`config.mk`:
```
export PLATFORM = sky130hd
export DESIGN_NAME = process_scheduler_flat
export DESIGN_NICKNAME = d
export VERILOG_FILES = /design/src/rtl/process_scheduler_if.sv /design/src/rtl/process_scheduler.sv /design/src/flat_wrapper.sv
export SDC_FILE = /design/constraint.sdc
export NUM_CORES = 1
export LEC_CHECK = 0
export ABC_AREA = 1
export BUFFER_PORTS_ARGS = -buffer_cell sky130_fd_sc_hd__buf_2
export CORE_ASPECT_RATIO = 0.6
export CORE_MARGIN = 10
export CORE_UTILIZATION = 48
export DETAILED_ROUTE_END_ITERATION = 7
export PLACE_DENSITY = 0.76
export SYNTH_ARGS = -nofsm -noshare
export SYNTH_HDL_FRONTEND = slang
export SYNTH_SLANG_ARGS = --single-unit
```
`constraint.sdc`:
```
create_clock -name clock -period 1.75 [get_ports clock]
set_input_delay 0.0875 -clock clock [delete_from_list [all_inputs] [get_ports clock]]
set_output_delay 0.0875 -clock clock [all_outputs]
set_load 0.01 [all_outputs]
```
`src/rtl/process_scheduler_if.sv`:
```
// Scheduler-side bundle: switch requests, ready-mask updates, context
// save/restore handshake and timer/datapath control outputs.
interface process_scheduler_if #(
  parameter int PID_W = 32
);
  logic             interrupt;
  logic             yield;
  logic             createValid;
  logic [PID_W-1:0] createPid;
  logic             killValid;
  logic [PID_W-1:0] killPid;
  logic             saveAck;
  logic             loadAck;
  logic [PID_W-1:0] currentPid;
  logic [PID_W-1:0] nextPid;
  logic             contextSave;
  logic             contextLoad;
  logic             timerBlock;
  logic             timerReset;
  logic             idle;

  // master: the scheduler itself; slave: core, timer and context unit
  modport master (
    input  interrupt, yield, createValid, createPid, killValid, killPid,
           saveAck, loadAck,
    output currentPid, nextPid, contextSave, contextLoad, timerBlock,
           timerReset, idle
  );

  modport slave (
    output interrupt, yield, createValid, createPid, killValid, killPid,
           saveAck, loadAck,
    input  currentPid, nextPid, contextSave, contextLoad, timerBlock,
           timerReset, idle
  );
endinterface

```
`src/rtl/process_scheduler.sv`:
```
// Round-robin preemptive scheduler: tracks runnable PIDs and sequences
// save -> scan -> load context switches on timer interrupt or yield.
module process_scheduler #(
  parameter int NUM_PROCS = 8,
  parameter int PID_W     = 32
) (
  input  logic                 clock,
  input  logic                 reset,
  process_scheduler_if.master  bus
);

  localparam int CNT_W = $clog2(NUM_PROCS + 1);

  typedef enum logic [2:0] {
    EMPTY  = 3'd0,
    RUN    = 3'd1,
    SAVE   = 3'd2,
    SELECT = 3'd3,
    LOAD   = 3'd4
  } state_e;

  state_e                state_q, state_d;
  logic [NUM_PROCS-1:0]  readyMask_q, readyMask_d;
  logic [PID_W-1:0]      currentPid_q, currentPid_d;
  logic [PID_W-1:0]      nextPid_q, nextPid_d;
  logic [PID_W-1:0]      scanPid_q, scanPid_d;
  logic [CNT_W-1:0]      scanCount_q, scanCount_d;
  logic                  timerReset_q, timerReset_d;

  // Out-of-range PIDs (0 or > NUM_PROCS) map to an all-zero mask.
  function automatic logic [NUM_PROCS-1:0] pid_onehot(input logic [PID_W-1:0] pid);
    logic [NUM_PROCS-1:0] oh;
    oh = '0;
    for (int i = 0; i < NUM_PROCS; i++)
      if (pid == PID_W'(i + 1)) oh[i] = 1'b1;
    return oh;
  endfunction

  function automatic logic pid_ready(input logic [NUM_PROCS-1:0] mask,
                                     input logic [PID_W-1:0]     pid);
    return |(mask & pid_onehot(pid));
  endfunction

  function automatic logic [PID_W-1:0] pid_wrap_next(input logic [PID_W-1:0] pid);
    return (pid >= PID_W'(NUM_PROCS)) ? PID_W'(1) : pid + PID_W'(1);
  endfunction

  always_comb begin
    readyMask_d  = readyMask_q;
    state_d      = state_q;
    currentPid_d = currentPid_q;
    nextPid_d    = nextPid_q;
    scanPid_d    = scanPid_q;
    scanCount_d  = scanCount_q;
    timerReset_d = 1'b0;

    // Kill is applied after create so it wins on a same-PID collision.
    if (bus.createValid) readyMask_d = readyMask_d | pid_onehot(bus.createPid);
    if (bus.killValid)   readyMask_d = readyMask_d & ~pid_onehot(bus.killPid);

    unique case (state_q)
      EMPTY: begin
        currentPid_d = '0;
        if (|readyMask_d) begin
          state_d     = SELECT;
          scanPid_d   = PID_W'(1);
          scanCount_d = '0;
        end
      end
      RUN: begin
        // Scan always resumes after the outgoing PID, whether or not we save.
        if (!pid_ready(readyMask_q, currentPid_q)) begin
          state_d     = SELECT;
          scanPid_d   = pid_wrap_next(currentPid_q);
          scanCount_d = '0;
        end else if (bus.interrupt || bus.yield) begin
          state_d     = SAVE;
          scanPid_d   = pid_wrap_next(currentPid_q);
          scanCount_d = '0;
        end
      end
      SAVE: begin
        if (bus.saveAck) state_d = SELECT;
      end
      SELECT: begin
        if (pid_ready(readyMask_q, scanPid_q)) begin
          nextPid_d = scanPid_q;
          state_d   = LOAD;
        end else begin
          scanPid_d   = pid_wrap_next(scanPid_q);
          scanCount_d = scanCount_q + CNT_W'(1);
          if (scanCount_q == CNT_W'(NUM_PROCS - 1)) begin
            state_d      = EMPTY;
            currentPid_d = '0;
          end
        end
      end
      LOAD: begin
        if (bus.loadAck) begin
          currentPid_d = nextPid_q;
          timerReset_d = 1'b1;
          state_d      = RUN;
        end
      end
      default: state_d = EMPTY;
    endcase
  end

  always_ff @(posedge clock or negedge reset) begin
    if (!reset) begin
      state_q      <= EMPTY;
      readyMask_q  <= '0;
      currentPid_q <= '0;
      nextPid_q    <= '0;
      scanPid_q    <= '0;
      scanCount_q  <= '0;
      timerReset_q <= 1'b0;
    end else begin
      state_q      <= state_d;
      readyMask_q  <= readyMask_d;
      currentPid_q <= currentPid_d;
      nextPid_q    <= nextPid_d;
      scanPid_q    <= scanPid_d;
      scanCount_q  <= scanCount_d;
      timerReset_q <= timerReset_d;
    end
  end

  // Handshake/timer outputs decode the state register so reset clears them at once.
  assign bus.currentPid  = currentPid_q;
  assign bus.nextPid     = nextPid_q;
  assign bus.contextSave = (state_q == SAVE);
  assign bus.contextLoad = (state_q == LOAD);
  assign bus.timerBlock  = (state_q != RUN);
  assign bus.idle        = (state_q == EMPTY);
  assign bus.timerReset  = timerReset_q;

endmodule
```
`src/flat_wrapper.sv`:
```
// flat-port wrapper written by rule: the top's interface ports become plain ports
module process_scheduler_flat 
#(
  parameter int NUM_PROCS = 8,
  parameter int PID_W     = 32
)
  (clock, reset, bus_interrupt, bus_yield, bus_createValid, bus_createPid, bus_killValid, bus_killPid, bus_saveAck, bus_loadAck, bus_currentPid, bus_nextPid, bus_contextSave, bus_contextLoad, bus_timerBlock, bus_timerReset, bus_idle);
  process_scheduler_if #(.PID_W(PID_W)) bus_i ();
  input  logic clock;
  input  logic reset;
  input wire logic [$bits(bus_i.interrupt)-1:0] bus_interrupt;
  input wire logic [$bits(bus_i.yield)-1:0] bus_yield;
  input wire logic [$bits(bus_i.createValid)-1:0] bus_createValid;
  input wire logic [$bits(bus_i.createPid)-1:0] bus_createPid;
  input wire logic [$bits(bus_i.killValid)-1:0] bus_killValid;
  input wire logic [$bits(bus_i.killPid)-1:0] bus_killPid;
  input wire logic [$bits(bus_i.saveAck)-1:0] bus_saveAck;
  input wire logic [$bits(bus_i.loadAck)-1:0] bus_loadAck;
  output wire logic [$bits(bus_i.currentPid)-1:0] bus_currentPid;
  output wire logic [$bits(bus_i.nextPid)-1:0] bus_nextPid;
  output wire logic [$bits(bus_i.contextSave)-1:0] bus_contextSave;
  output wire logic [$bits(bus_i.contextLoad)-1:0] bus_contextLoad;
  output wire logic [$bits(bus_i.timerBlock)-1:0] bus_timerBlock;
  output wire logic [$bits(bus_i.timerReset)-1:0] bus_timerReset;
  output wire logic [$bits(bus_i.idle)-1:0] bus_idle;
  assign bus_i.interrupt = bus_interrupt;
  assign bus_i.yield = bus_yield;
  assign bus_i.createValid = bus_createValid;
  assign bus_i.createPid = bus_createPid;
  assign bus_i.killValid = bus_killValid;
  assign bus_i.killPid = bus_killPid;
  assign bus_i.saveAck = bus_saveAck;
  assign bus_i.loadAck = bus_loadAck;
  assign bus_currentPid = bus_i.currentPid;
  assign bus_nextPid = bus_i.nextPid;
  assign bus_contextSave = bus_i.contextSave;
  assign bus_contextLoad = bus_i.contextLoad;
  assign bus_timerBlock = bus_i.timerBlock;
  assign bus_timerReset = bus_i.timerReset;
  assign bus_idle = bus_i.idle;
  process_scheduler #(.NUM_PROCS(NUM_PROCS), .PID_W(PID_W)) u_core (.clock(clock), .reset(reset), .bus(bus_i));
endmodule
```
==> impl_metrics.csv <==
group,metric,value,unit
outcome,status,"finished with violations",
outcome,violations,"setup timing",
critical_path,crit_path_cell_trace,"ha_4 -> inv_2 -> o2111ai_1 -> nand4_1 -> buf_4 -> buf_12 -> nand2_8 -> inv_8 -> clkbuf_16 -> o22ai_2",
sta,fmax,485.7,MHz
global_route,grt_start_max_net_pins,105,
synthesis,synth_edf_count,0,
layout,layout.nets,957,
sta,rsz0062_at_grt,"true",
sta,setup_ws,-0.3091,ns
synthesis,synth.avg_cell_area,8.440,sq um
route,drt-vias-per-instance,5.348,
sta,timing.slew.headroom,61.69,%
synthesis,async_flop_share,100.0,%
sta,setup_viol,103,
floorplan,ios,141,
route,wirelength,20.15,mm
power_and_ir_drop,ir_worst_vdd,838.9,uV
synthesis,synth_top_area_cell,"dfrtp_1",
clock_tree,htreeDepth,3,
job,maxCapViolCount,0,
sta,final.min_clock_period,2.059,ns
synthesis,syn-num-nets,698,
synthesis,netlist_area,5207,sq um
critical_path,worst-path-max-fanout,8,
route,first_pass_iters,7,
floorplan,rows,29,
synthesis,yosysWarnings,0,
synthesis,yosys-top-cells-area,"dfrtp_1 (54%), nand2_1 (9.4%), inv_1 (7.4%)",
global_route,grt_overflow_total,0,
synthesis,ys.flop_type,"dfrtp_1",
critical_path,cp.required,2.03,ns
synthesis,synth_most_common_cell,"nand2_1",
placement,place_congestion,0.9375,
hold_path,min_path_type,"input pin to flip-flop",
floorplan,die_width,154.5,um
route,wl_met1,7.975,mm
route,drt-initial-drc-count,561,
synthesis,ys_ff_latch,112,
power_and_ir_drop,powerDensity,1293,nW/um^2
clock_tree,cts_sinks,112,
route,drc,0,
critical_path,crit_family,"buffers and inverters",
critical_path,crit_path_top_delay_cell,"dfrtp_2",
global_route,grt_usage,22.19,%
clock_tree,clk_pin_slew_worst_paths,0.08,ns
route,wl_met2,9.892,mm
placement,place_hpwl,11.98,mm
layout,area_growth,58.75,%
critical_path,crit_type,"flip-flop to flip-flop",
critical_path,startpoint,"u_core.scanPid_q[0]",
critical_path,max_stage_delay,0.47,ns
sta,tns,-22.45,ns
floorplan,dieArea,15550,sq um
critical_path,r2r_start,"u_core.scanPid_q[0]",
route,top_layer_used,"met4",
clock_tree,clock-root-buffer,"clkbuf_16",
critical_path,r2r-end,"u_core.bus.currentPid[11]",
sta,fin_skew,0.01489,ns
global_route,grt_pass1_wl,27.98,mm
synthesis,yosys-top-cells-count,"nand2_1 (131), dfrtp_1 (112), inv_1 (103)",
synthesis,yosysTopAreaCellShare,53.82,%
floorplan,start_util,49.15,%
clock_tree,cts_buffers,9,
critical_path,path_depth,10,
route,vias,5455,
sta,final_max_slew_viol_count,0,
clock_tree,clkLatencyLatePin,0.36,ns
layout,final_util,78.02,%
route,wl_per_cell,19.75,um
critical_path,crit_buf_inv,5,
clock_tree,cts_tree,"yes",
floorplan,coreArea,10600,sq um
global_route,grt_pass1_vias,5478,
route,wl_met3,1.716,mm
global_route,antenna_found_initial,0,
synthesis,netlist-cell-type-count,36,
critical_path,cp-end-kind,"flip-flop",
critical_path,r2r_cells,10,
layout,drive_gt1_share,49.72,%
clock_tree,clk_path_buf_depth,2,
critical_path,r2r_setup_slack,-0.31,ns
route,detail-route-antenna-nets,0,
critical_path,startpoint_type,"flip-flop",
critical_path,endpoint,"u_core.bus.currentPid[11]",
layout,diodes,0,
sta,finalHoldViolations,0,
synthesis,syn_inst,617,
synthesis,seq_area_frac_synth,53.82,%
sta,worst_pin_slew,0.5746,ns
critical_path,worstPathArrival,2.34,ns
placement,buffer_ports.inserted,140,
power_and_ir_drop,p_leak,0.004441,uW
sta,min_period_over_period,117.7,%
floorplan,fp.dieH,100.7,um
==> per-stage QoR <==
stage                     instances  setup WS [ns]  hold slack [ns]  cell area [sq um]  power [uW]
final                          1020        -0.3091         0.002905               8267       10690
after global routing           1020        -0.4488          0.01814               8267       11040
after CTS                      1010        -0.1426         0.009829               7809        9437
after detailed placement        972        -0.5613         -0.07542               6754        5677
after global placement          972        -0.4822         -0.07987               6754        5592
after floorplan                 617       0.005118          -0.2081               5245        4623
==> power by group <==
part / total [uW] / leakage, uW / switching [uW] / internal [uW]
registers: 2890 / 0.00151 / 166 / 2730
logic: 5620 / 0.00278 / 3070 / 2550
clock network: 2180 / 0.000148 / 1030 / 1150
total: 10700 / 0.00444 / 4270 / 6420
==> cells by family (layout without fill, tap and decap cells) <==
group,count (synthesis),in the layout,synth area share (%)
simple gates,291,292,24.15
flops,112,112,53.82
compound gates,79,79,9.731
xor+xnor,3,3,0.5047
buf+inv,123,386,9.634
fa+ha+maj,9,9,2.162
==> routing by layer <==
layer	vias to the layer above	GRT usage, %
li1	2465	-
met1	2670	27.36
met2	261	38.11
met3	59	6.777
met4	0	3.905
met5	-	0
==> sequential cells by signal (all words and copies together) (netlist names) <==
| signal | count |
|---|---|
| u_core.bus.currentPid | 32 |
| u_core.bus.timerReset | 1 |
| u_core.bus.nextPid | 32 |
| u_core.readyMask_q | 8 |
| u_core.scanPid_q | 32 |
| u_core.scanCount_q | 4 |
| u_core.state_q | 3 |
==> cell usage in the layout (no fill, tap or decap), types with 8 or more instances in the layout <==
cell type / instances
a21boi_2: 17
dfrtp_1: 108
inv_2: 21
nand3_2: 8
nand2_1: 86
buf_4: 97
a21boi_1: 9
nand3_1: 29
inv_1: 79
nand4_1: 9
buf_6: 9
nor2_1: 79
nand2_2: 19
buf_2: 139
nor2_4: 9
nand2_4: 23
o22ai_1: 8
buf_12: 8
clkbuf_16: 14
o22ai_2: 18
==> final cells by class <==
type,instances,area [sq um]
multi-input combinational,383,2619
timing repair buffer,263,1931
tap,139,173.9
clock inverter,6,82.58
sequential,112,2808
clock buffer,10,229.0
fill,613,2328
inverter,107,424.2
==> worst min path at each step <==
stage                                to        start  slack, ns  cells past startpoint
6_report          u_core.bus.timerReset  bus_loadAck      0.003                      3
2_1_floorplan  u_core.bus.currentPid[0]        reset      -0.21                      0
5_1_grt           u_core.bus.timerReset  bus_loadAck       0.02                      3
3_5_place_dp       u_core.scanPid_q[17]        reset      -0.08                      1
4_1_cts           u_core.bus.timerReset  bus_loadAck       0.01                      3
3_3_place_gp       u_core.scanPid_q[17]        reset      -0.08                      1
==> what timing repair did <==
item                                   CTS  global route
gates resized for setup                137            85
pin swaps                               41            31
setup endpoints to repair              103           103
hold buffers                             1             0
gates cloned                             5             6
endpoints found under the hold margin  112             0
buffers inserted                        17             7
==> worst min-delay path: stages <==
cell and delay (ns):
buf_2 0.11, inv_1 0.07, nor2_1 0.06
Power figures use the tool's default switching activity.
